===== config.mk =====
export PLATFORM = sky130hd
export DESIGN_NAME = sum_window_accum
export DESIGN_NICKNAME = d
export VERILOG_FILES = /design/src/rtl/sum_window_accum.sv
export SDC_FILE = /design/constraint.sdc
export NUM_CORES = 1
export LEC_CHECK = 0
export ABC_AREA = 1
export CORE_UTILIZATION = 34
export CTS_BUF_LIST = sky130_fd_sc_hd__clkbuf_4
export DETAILED_ROUTE_END_ITERATION = 16
export DONT_BUFFER_PORTS = 1
export PLACE_DENSITY = 0.54
export SYNTH_ARGS = -nofsm -noshare
export SYNTH_HDL_FRONTEND = slang
export SYNTH_SLANG_ARGS = --single-unit
export TNS_END_PERCENT = 5

===== constraint.sdc =====
create_clock -name clk -period 2.58 [get_ports clk]
set_clock_uncertainty 0.2 [all_clocks]
set_input_delay 0.516 -clock clk [delete_from_list [all_inputs] [get_ports clk]]
set_output_delay 0.516 -clock clk [all_outputs]
set_load 0.05 [all_outputs]

===== src/rtl/sum_window_accum.sv =====
// Window accumulator behind the 8+8->9-bit adder: sums NUM_SAMPLES accepted samples
// and presents each window total on a valid/ready port held until the sink consumes it.
module sum_window_accum #(
  parameter int IN_W        = 9,
  parameter int NUM_SAMPLES = 4,
  parameter int ACC_W       = 11,
  parameter int CNT_W       = 8
) (
  input  logic             clk,
  input  logic             rst,
  input  logic [IN_W-1:0]  sum_in,
  input  logic             sum_vld,
  output logic             sum_rdy,
  input  logic             clr,
  output logic [ACC_W-1:0] acc_o,
  output logic             acc_vld,
  input  logic             acc_rdy,
  output logic [CNT_W-1:0] cnt_o
);

  if (NUM_SAMPLES < 1 || NUM_SAMPLES > 256) begin : g_bad_num_samples
    $error("NUM_SAMPLES must be in 1..256");
  end
  if (ACC_W < IN_W + $clog2(NUM_SAMPLES)) begin : g_bad_acc_w
    $error("ACC_W too narrow for NUM_SAMPLES full-scale samples");
  end
  if (CNT_W < $clog2(NUM_SAMPLES)) begin : g_bad_cnt_w
    $error("CNT_W too narrow to count NUM_SAMPLES");
  end

  localparam logic [CNT_W-1:0] LAST_CNT = CNT_W'(NUM_SAMPLES - 1);

  typedef enum logic {
    ST_ACCUM = 1'b0,
    ST_HOLD  = 1'b1
  } state_t;

  state_t           r_state,   w_state_nxt;
  logic [ACC_W-1:0] r_acc,     w_acc_nxt;
  logic [CNT_W-1:0] r_cnt,     w_cnt_nxt;
  logic [ACC_W-1:0] r_acc_o,   w_acc_o_nxt;
  logic             r_acc_vld, w_acc_vld_nxt;

  logic [ACC_W-1:0] w_sum;
  logic             w_take;
  logic             w_last;

  // Ready never looks at sum_vld, so the upstream adder can't form a combinational loop.
  assign sum_rdy = (r_state == ST_ACCUM) & ~clr & rst;
  assign w_take  = sum_vld & sum_rdy;
  assign w_last  = (r_cnt == LAST_CNT);
  assign w_sum   = r_acc + ACC_W'(sum_in);

  always_comb begin
    // NOTE: every next-state signal gets a hold default first so no path leaves one unassigned (no latch).
    w_state_nxt   = r_state;
    w_acc_nxt     = r_acc;
    w_cnt_nxt     = r_cnt;
    w_acc_o_nxt   = r_acc_o;
    w_acc_vld_nxt = r_acc_vld;
    case (r_state)
      ST_ACCUM: begin
        if (clr) begin
          w_acc_nxt = '0;
          w_cnt_nxt = '0;
        end else if (w_take) begin
          if (w_last) begin
            w_acc_o_nxt   = w_sum;
            w_acc_vld_nxt = 1'b1;
            w_acc_nxt     = '0;
            w_cnt_nxt     = '0;
            w_state_nxt   = ST_HOLD;
          end else begin
            w_acc_nxt = w_sum;
            w_cnt_nxt = r_cnt + CNT_W'(1);
          end
        end
      end
      ST_HOLD: begin
        // clr is deliberately ignored here: a completed total is never discarded.
        if (acc_rdy) begin
          w_acc_vld_nxt = 1'b0;
          w_state_nxt   = ST_ACCUM;
        end
      end
      default: w_state_nxt = ST_ACCUM;
    endcase
  end

  // NOTE: state is updated with non-blocking assignments so every register samples pre-edge values.
  always_ff @(posedge clk) begin
    if (!rst) begin
      r_state   <= ST_ACCUM;
      r_acc     <= '0;
      r_cnt     <= '0;
      r_acc_o   <= '0;
      r_acc_vld <= 1'b0;
    end else begin
      r_state   <= w_state_nxt;
      r_acc     <= w_acc_nxt;
      r_cnt     <= w_cnt_nxt;
      r_acc_o   <= w_acc_o_nxt;
      r_acc_vld <= w_acc_vld_nxt;
    end
  end

  assign acc_o   = r_acc_o;
  assign acc_vld = r_acc_vld;
  assign cnt_o   = r_cnt;

endmodule


# Word-level counts from Yosys, hierarchy flattened
# Index checks and enable logic that the tools add are counted.
# totals
reg_bits	32
latch_bits	0
mem_bits_rw	0
rom_bits	0
out_inout_bits	21
n_memories	0
# classes
addsub	2
multipliers	0
n_div	0
order_cmp	0
eq_ne	5
shift	0
mux	16
bitwise	5
reduce_logical	4
# op_table
cell	n
two-way mux 11 bit	3
two-way mux 8 bit	3
adder 11 x 9 -> 11 bit	1
adder 8 x 1 -> 8 bit, second input constant	1
equality test 8 x 2 -> 1 bit, second input constant	1
two-way mux 1 bit	8
!= test 2 bit, second input constant	4
AND reduction 4 bit	2
one-hot mux 1 bit (2 select lines)	2
bitwise AND 1 bit	3
NOT 1 bit	2
AND reduction 2 bit	1
nonzero test 2 bit	1

# Logic depth before layout (Yosys ltp)
# Gate-level depths: netlist of the first run.
# depth
depth_word	7
depth_mapped	12

# Least setup slack after synthesis of the first run
# No wires, ideal clock.
# synth_timing
kind	input -> output
startpoint	in rst
endpoint	out sum_rdy
t_arrival_ns	2.024
setup_slack_ns	-0.160
cell_stages	4
path_buffers	2
path_cell_list	buf_2 -> inv_1 -> clkbuf_1 -> nor3_1
# synth_via
elab_chain_len	1
# synth_lines
item	line_no	rtl
from (decl)	10	input logic rst,
bitwise AND 1 bit	49	assign sum_rdy = (r_state == ST_ACCUM) & ~clr & rst;
to (decl)	13	output logic sum_rdy,
# No other way between the ends.

# Final worst setup path of the first run
# layout_timing
startpoint	reg r_cnt[7], in the netlist cnt_o[7]
endpoint	reg r_acc_o[6], in the netlist acc_o[6]
# layout_via
elab_chain_len	2
# layout_lines
item	line_no	rtl
from (decl)	40	logic [CNT_W-1:0] r_cnt, w_cnt_nxt;
from (signal assigned)	101	r_cnt <= w_cnt_nxt;
equality test 8 x 2 -> 1 bit	51	assign w_last = (r_cnt == LAST_CNT);
AND reduction 4 bit (no line)	-	
to (signal assigned)	102	r_acc_o <= w_acc_o_nxt;
to (decl)	41	logic [ACC_W-1:0] r_acc_o, w_acc_o_nxt;
# No other way between the ends.
# A chain may end at the register's enable or synchronous reset.

==> flow_summary.json, run 1 <==
{
  "clk_transition_reported_paths_ns": 0.11,
  "die_w_um": 76.5,
  "postSynthCellCount": 271,
  "endpoint_class_of_the_critical_path": "flop",
  "yosysMostFrequentCell": "sky130_fd_sc_hd__nand2_1",
  "synth-async-reset-ratio": 0,
  "worst_hold_path_startpoint": "acc_rdy",
  "worst_ep_arrival_time_ns": 2.02,
  "grt_setup_unrepaired": "false",
  "worst_path_dominant_cell_family": "simple AND/OR/NAND/NOR gates",
  "regToRegSetupSlack_ns": 0.61,
  "worst_path_max_delay_cell": "sky130_fd_sc_hd__dfxtp_1",
  "report.final.hold_viol_count": 0,
  "syn_avg_cell_area_um2": 6.97,
  "worstSkewPairLatency_ns": 0.34,
  "ys.flop_type": "sky130_fd_sc_hd__dfxtp_1",
  "totalNegativeSetupSlack_ns": 0,
  "setup_viol": 0,
  "initial_core_util": 0.360,
  "drt_drc_violations_left": 0,
  "multiInputGateArea_um2": 1100,
  "power.leakage_uw": 0.000953,
  "drt_first_iter_violations": 120,
  "wirelength_um": 4200,
  "crit_buf_inv": 2,
  "min_path_type": "in2reg",
  "synth.cell_area_um2": 1890,
  "grt_max_degree": 18,
  "worst_pin_slew_ns": 0.569,
  "synth_enable_flop_cells": 0,
  "postCtsResizedCells": 0,
  "drt-wirelength-per-cell_um": 11.9,
  "nNetsFinal": 306,
  "die-height_um": 76.5,
  "slew_viol_final": 0,
  "first_pass_iters": 4,
  "yosys_warnings": 0,
  "final-seq-area_um2": 641,
  "synth_top_cell_area_share": 0.339,
  "yosys-top-cells-area": "sky130_fd_sc_hd__dfxtp_1, sky130_fd_sc_hd__nand2_1, sky130_fd_sc_hd__nor2_1, sky130_fd_sc_hd__ha_1, sky130_fd_sc_hd__inv_1",
  "grt_first_pass_wirelength_um": 7250,
  "via_count": 1612,
  "vias_per_cell": 4.58,
  "post-synth-top-area-cell": "sky130_fd_sc_hd__dfxtp_1",
  "netlist-cell-type-count": 34,
  "antenna_left": 0,
  "powerDensity_nw_per_um2": 467,
  "numCtsBuffers": 5,
  "timing.final.crit_period_ns": 1.97,
  "cp.required_ns": 2.63,
  "timing.max_slew.rel_slack": 0.620,
  "utilization": 0.393,
  "core_area_um2": 5240,
  "run_status": "completed",
  "top_layer": "met4",
  "clk_root_buffer_cell": "sky130_fd_sc_hd__clkbuf_4",
  "syn-num-nets": 296,
  "diodes": 0,
  "via_count_of_the_first_global_routing_pass": 1529,
  "final_worst_hold_slack_ns": 0.0548,
  "number_of_hold_buffers_added_after_cts": 0,
  "finalCritPeriodShare": 0.763,
  "synth.yosys.seq_area_share": 0.339,
  "number_of_port_buffers": 0,
  "std_cell_rows": 26,
  "detailedPlacementHpwl_um": 3160,
  "timing.fmax_ghz": 0.508,
  "clock_sink_count": 32,
  "worstPathCellList": "nor3_1 > nand3_1 > nor2_4 > inv_2 > o21ai_0 > inv_1",
  "path_class": "reg2reg",
  "met2_wirelength_um": 1790,
  "cts_tree": "built",
  "track_usage": 0.157,
  "drive_above_1_share": 0.135,
  "worst_setup_path_start_kind": "flop",
  "worst_r2r_startpoint": "cnt_o[7]",
  "cts_post_setup_buffers_inserted": 0,
  "design.die.area_um2": 5860,
  "global_placement_routability_congestion": 0.848,
  "cts_max_path_buffers": 2,
  "detailroute.wirelength.met3_um": 357,
  "max-vdd-ir-drop_uv": 195,
  "ioPinCount": 35,
  "antenna_found_initial": 0,
  "timing.critical_path.fanout_max": 17,
  "synth_commonest_cells": "sky130_fd_sc_hd__nand2_1, sky130_fd_sc_hd__nor2_1, sky130_fd_sc_hd__dfxtp_1",
  "wl_met1_um": 2000,
  "flow.area_growth_from_synthesis_pct": 9.15,
  "synth-seq-cells": 32,
  "h-tree-depth": 2,
  "cp_slowest_stage_delay_ns": 0.51,
  "fill_cells": 559,
  "crit_start": "cnt_o[7]",
  "grt_overflow": 0,
  "max_cap_viol_count": 0
}
[metal layers]
metal	vias to the layer above	global-route usage
li1	886	-
met1	683	0.200
met2	38	0.239
met3	5	0.0647
met4	0	0.0519
met5	-	0
[worst register-to-register path: cells and delay by family, from the launching register on]
family          cells  cell delay, ns
simple gates        3            0.77
flops               1            0.51
buf+inv             2            0.22
compound gates      1            0.19
[area by class of cell]
type,instances,share of cell area
clock buffer,5,0.0182
clock inverter,3,0.00668
inverter,31,0.0571
multi-input combinational,202,0.532
sequential,32,0.311
tap,70,0.0425
timing repair buffer,9,0.0328
[state kept, by name, indices dropped and copies added (netlist names)]
name     cells
acc_o       11
r_acc       11
acc_vld      1
cnt_o        8
r_state      1
[cells by family (layout without fill, tap and decap cells)]
logic type,count (synthesis),in the layout,share of synthesized area
compound gates,34,34,0.122
xor+xnor,5,5,0.0232
fa+ha+maj,11,11,0.0769
buf+inv,37,48,0.0828
flops,32,32,0.339
simple gates,152,152,0.356
[worst paths after layout]
check        endpoint  cells past startpoint
max          acc_o[6]                      6
min           acc_vld                      1
min reg2reg  r_acc[5]                      2
max reg2reg  acc_o[6]                      6
[through the flow]
stage          std cells  setup slack, ns  instance area [um^2]  total power, uW
2_1_floorplan        271            0.266                  1890              665
3_3_place_gp         344            0.451                  2010              695
3_5_place_dp         344            0.433                  2010              695
4_1_cts              352            0.536                  2060              981
5_1_grt              352            0.367                  2060             1030
6_report             352            0.612                  2060              963
[layout by cell type, fill, tap and decap left out]
master / Yosys / routed
sky130_fd_sc_hd__o21bai_1: 1 / 1
sky130_fd_sc_hd__nor2_1: 47 / 47
sky130_fd_sc_hd__xnor2_1: 1 / 1
sky130_fd_sc_hd__nor3_1: 2 / 1
sky130_fd_sc_hd__nand3_1: 19 / 19
sky130_fd_sc_hd__fa_1: 1 / 1
sky130_fd_sc_hd__nand3_2: 1 / 1
sky130_fd_sc_hd__a21oi_4: 1 / 1
sky130_fd_sc_hd__nor2_4: 2 / 2
sky130_fd_sc_hd__dfxtp_1: 32 / 32
sky130_fd_sc_hd__a211oi_1: 1 / 1
sky130_fd_sc_hd__inv_2: 2 / 2
sky130_fd_sc_hd__or2_2: 1 / 1
sky130_fd_sc_hd__clkbuf_4: 0 / 5
sky130_fd_sc_hd__buf_4: 2 / 9
sky130_fd_sc_hd__nand2_2: 3 / 3
sky130_fd_sc_hd__ha_1: 10 / 10
sky130_fd_sc_hd__o211a_1: 1 / 1
sky130_fd_sc_hd__o21ai_0: 10 / 10
sky130_fd_sc_hd__clkinv_2: 1 / 3
sky130_fd_sc_hd__o211ai_1: 1 / 1
sky130_fd_sc_hd__nand3b_1: 1 / 1
sky130_fd_sc_hd__nand4_1: 3 / 3
sky130_fd_sc_hd__inv_1: 28 / 28
sky130_fd_sc_hd__a22oi_1: 3 / 3
sky130_fd_sc_hd__a21boi_0: 1 / 1
sky130_fd_sc_hd__nand4_4: 1 / 1
sky130_fd_sc_hd__clkinv_1: 0 / 1
sky130_fd_sc_hd__a21oi_2: 7 / 7
sky130_fd_sc_hd__nor3_2: 0 / 1
sky130_fd_sc_hd__nand2_1: 70 / 70
sky130_fd_sc_hd__xor2_1: 4 / 4
sky130_fd_sc_hd__nand2_4: 2 / 2
sky130_fd_sc_hd__a21oi_1: 8 / 8
[power by group]
| group | internal (uW) | switching, uW |
|---|---|---|
| Combinational | 58.5 | 113 |
| Sequential | 505 | 7.36 |
| Clock | 99.9 | 180 |
| Total | 663 | 300 |
Power figures use the tool's default switching activity.
==> run 2, diff against run 1 <==
- PLACE_DENSITY: 0.54 -> 0.56
- clock period: 2.58 -> 1.81 ns (I/O delays scaled with it)
==> flow_summary.json, run 2 (synthesis gave the netlist of run 1 again) <==
{
  "layout.cells.most_common": "sky130_fd_sc_hd__nand2_1",
  "regToRegSetupSlack_ns": 0.03,
  "endpoint_class_of_the_critical_path": "flop",
  "grt_setup_unrepaired": "true",
  "wirelength_um": 4510,
  "track_usage": 0.160,
  "setup_viol": 0,
  "via_count": 1750,
  "power.leakage_uw": 0.00107,
  "antenna_left": 0,
  "diodes": 0,
  "nNetsFinal": 326,
  "worst_r2r_startpoint": "r_acc[0]",
  "drt_drc_violations_left": 0,
  "drive_above_1_share": 0.268,
  "internal-power_uw": 998,
  "die-height_um": 76.5,
  "min_path_type": "in2reg",
  "share_seq_of_total_power": 0.496,
  "share_comb_of_total_power": 0.207,
  "timing.critical_path.fanout_max": 4,
  "finalCritPeriodShare": 0.982,
  "core_area_um2": 5240,
  "first_pass_iters": 4,
  "detailedPlacementHpwl_um": 3290,
  "worstSkewPairLatency_ns": 0.35,
  "clk_root_buffer_cell": "sky130_fd_sc_hd__clkbuf_4",
  "drt-wirelength-per-cell_um": 12.1,
  "global_placement_routability_congestion": 0.824,
  "via_count_of_the_first_global_routing_pass": 1668,
  "vias_per_cell": 4.70,
  "worst_setup_path_start_kind": "flop",
  "numCtsBuffers": 5,
  "final_cell_count_no_fill": 372,
  "cts_tree": "built",
  "report.final.hold_viol_count": 0,
  "run_status": "completed",
  "worstRegToRegCells": 7,
  "path_class": "reg2reg",
  "worst_pin_slew_ns": 0.512,
  "grt_overflow": 0,
  "initial_core_util": 0.360,
  "antenna_found_initial": 0,
  "placed_cells": 359,
  "slew_viol_final": 0,
  "grt_first_pass_wirelength_um": 7410,
  "std_cell_rows": 26,
  "timing.fmax_ghz": 0.563,
  "crit_reg_reg_endpoint": "acc_o[6]",
  "max_cap_viol_count": 0,
  "stdcell_area_um2": 2380,
  "switching_power_uw": 480,
  "cts_max_path_buffers": 2,
  "grt_max_degree": 13,
  "h-tree-depth": 2,
  "final-seq-area_um2": 649,
  "die_w_um": 76.5,
  "max-vdd-ir-drop_uv": 410,
  "multiInputGateArea_um2": 1220,
  "flow.area_growth_from_synthesis_pct": 26.1,
  "drt_first_iter_violations": 49,
  "timing.max_slew.rel_slack": 0.658,
  "timing.final.crit_period_ns": 1.78,
  "crit_start": "r_acc[0]",
  "powerDensity_nw_per_um2": 621,
  "utilization": 0.455,
  "worst_setup_path_endpoint": "acc_o[6]",
  "cp.required_ns": 1.86,
  "clockPowerShare": 0.297,
  "number_of_port_buffers": 0,
  "ioPinCount": 35,
  "fill_cells": 527,
  "clock_sink_count": 32,
  "design.die.area_um2": 5860,
  "place_area_um2": 2150,
  "layout.cells.most_common_list": "sky130_fd_sc_hd__nand2_1, sky130_fd_sc_hd__nor2_1, sky130_fd_sc_hd__dfxtp_1",
  "clk_transition_reported_paths_ns": 0.12,
  "power.share.switching": 0.325,
  "worst_ep_arrival_time_ns": 1.83
}
## run 2: cell types whose count changed in the layout (fill, tap and decap cells not counted), moves of 4 or more
cell	before	now
sky130_fd_sc_hd__buf_4	9	24
sky130_fd_sc_hd__ha_1	10	4
sky130_fd_sc_hd__ha_4	0	4
sky130_fd_sc_hd__nand2_1	70	66
sky130_fd_sc_hd__nand2_2	3	7
## run 2: timing repair
| item | in CTS | in global routing |
|---|---|---|
| pin swaps | 2 | 5 |
| setup buffers | 3 | 0 |
| gates resized for setup | 7 | 23 |
| setup endpoints to repair | 10 | 28 |
| hold endpoints to repair | 9 | 0 |
| hold buffers | 2 | 0 |
## run 2: worst min-delay path by stage
stage              start         to  cells past startpoint
2_1_floorplan  r_acc[10]  r_acc[10]                      2
3_3_place_gp     acc_rdy    acc_vld                      1
3_5_place_dp     acc_rdy    acc_vld                      1
4_1_cts        sum_in[0]   acc_o[0]                      3
5_1_grt        sum_in[0]   acc_o[0]                      3
6_report       sum_in[0]   acc_o[0]                      3
## run 2: worst max-delay path, cell delays in order, from the launching register on
cell and delay (ns):
sky130_fd_sc_hd__dfxtp_2 0.36, sky130_fd_sc_hd__ha_4 0.16, sky130_fd_sc_hd__fa_2 0.38, sky130_fd_sc_hd__nand2_1 0.09, sky130_fd_sc_hd__nand3_1 0.11, sky130_fd_sc_hd__xor2_2 0.18
sky130_fd_sc_hd__o21ai_0 0.15, sky130_fd_sc_hd__inv_1 0.05
## run 2: power by group through the flow
| stage | sequential [uW] | combinational (uW) | clock [uW] |
|---|---|---|---|
| after floorplan | 754 | 194 | 0 |
| after global placement | 745 | 265 | 0 |
| after detailed placement | 745 | 264 | 0 |
| after CTS | 729 | 285 | 454 |
| after global routing | 735 | 338 | 486 |
| final | 733 | 306 | 439 |
## run 2: metal layers
metal  vias up  global-route usage  share of wire
met5         -                   0              0
met4         0              0.0750          0.017
met3         7              0.0467          0.057
met2        37               0.250           0.46
met1       785               0.203           0.47
li1        921                   -              -
## run 2: final cells by class
type / instances / share of cell area
inverter: 31 / 0.0504
clock buffer: 5 / 0.0158
clock inverter: 3 / 0.00998
multi-input combinational: 202 / 0.512
sequential: 32 / 0.273
tap: 70 / 0.0368
timing repair buffer: 29 / 0.102
## run 2: stage by stage
step           setup slack [ns]  total power, uW  TNS (ns)  hold WS (ns)
2_1_floorplan           -0.0665              948    -0.100         0.257
4_1_cts                 -0.0158             1470   -0.0297        0.0968
3_5_place_dp             -0.171             1010    -0.704         0.266
3_3_place_gp             -0.153             1010    -0.568         0.264
6_report                 0.0334             1480         0        0.0566
5_1_grt                 -0.0775             1560    -0.420        0.0583
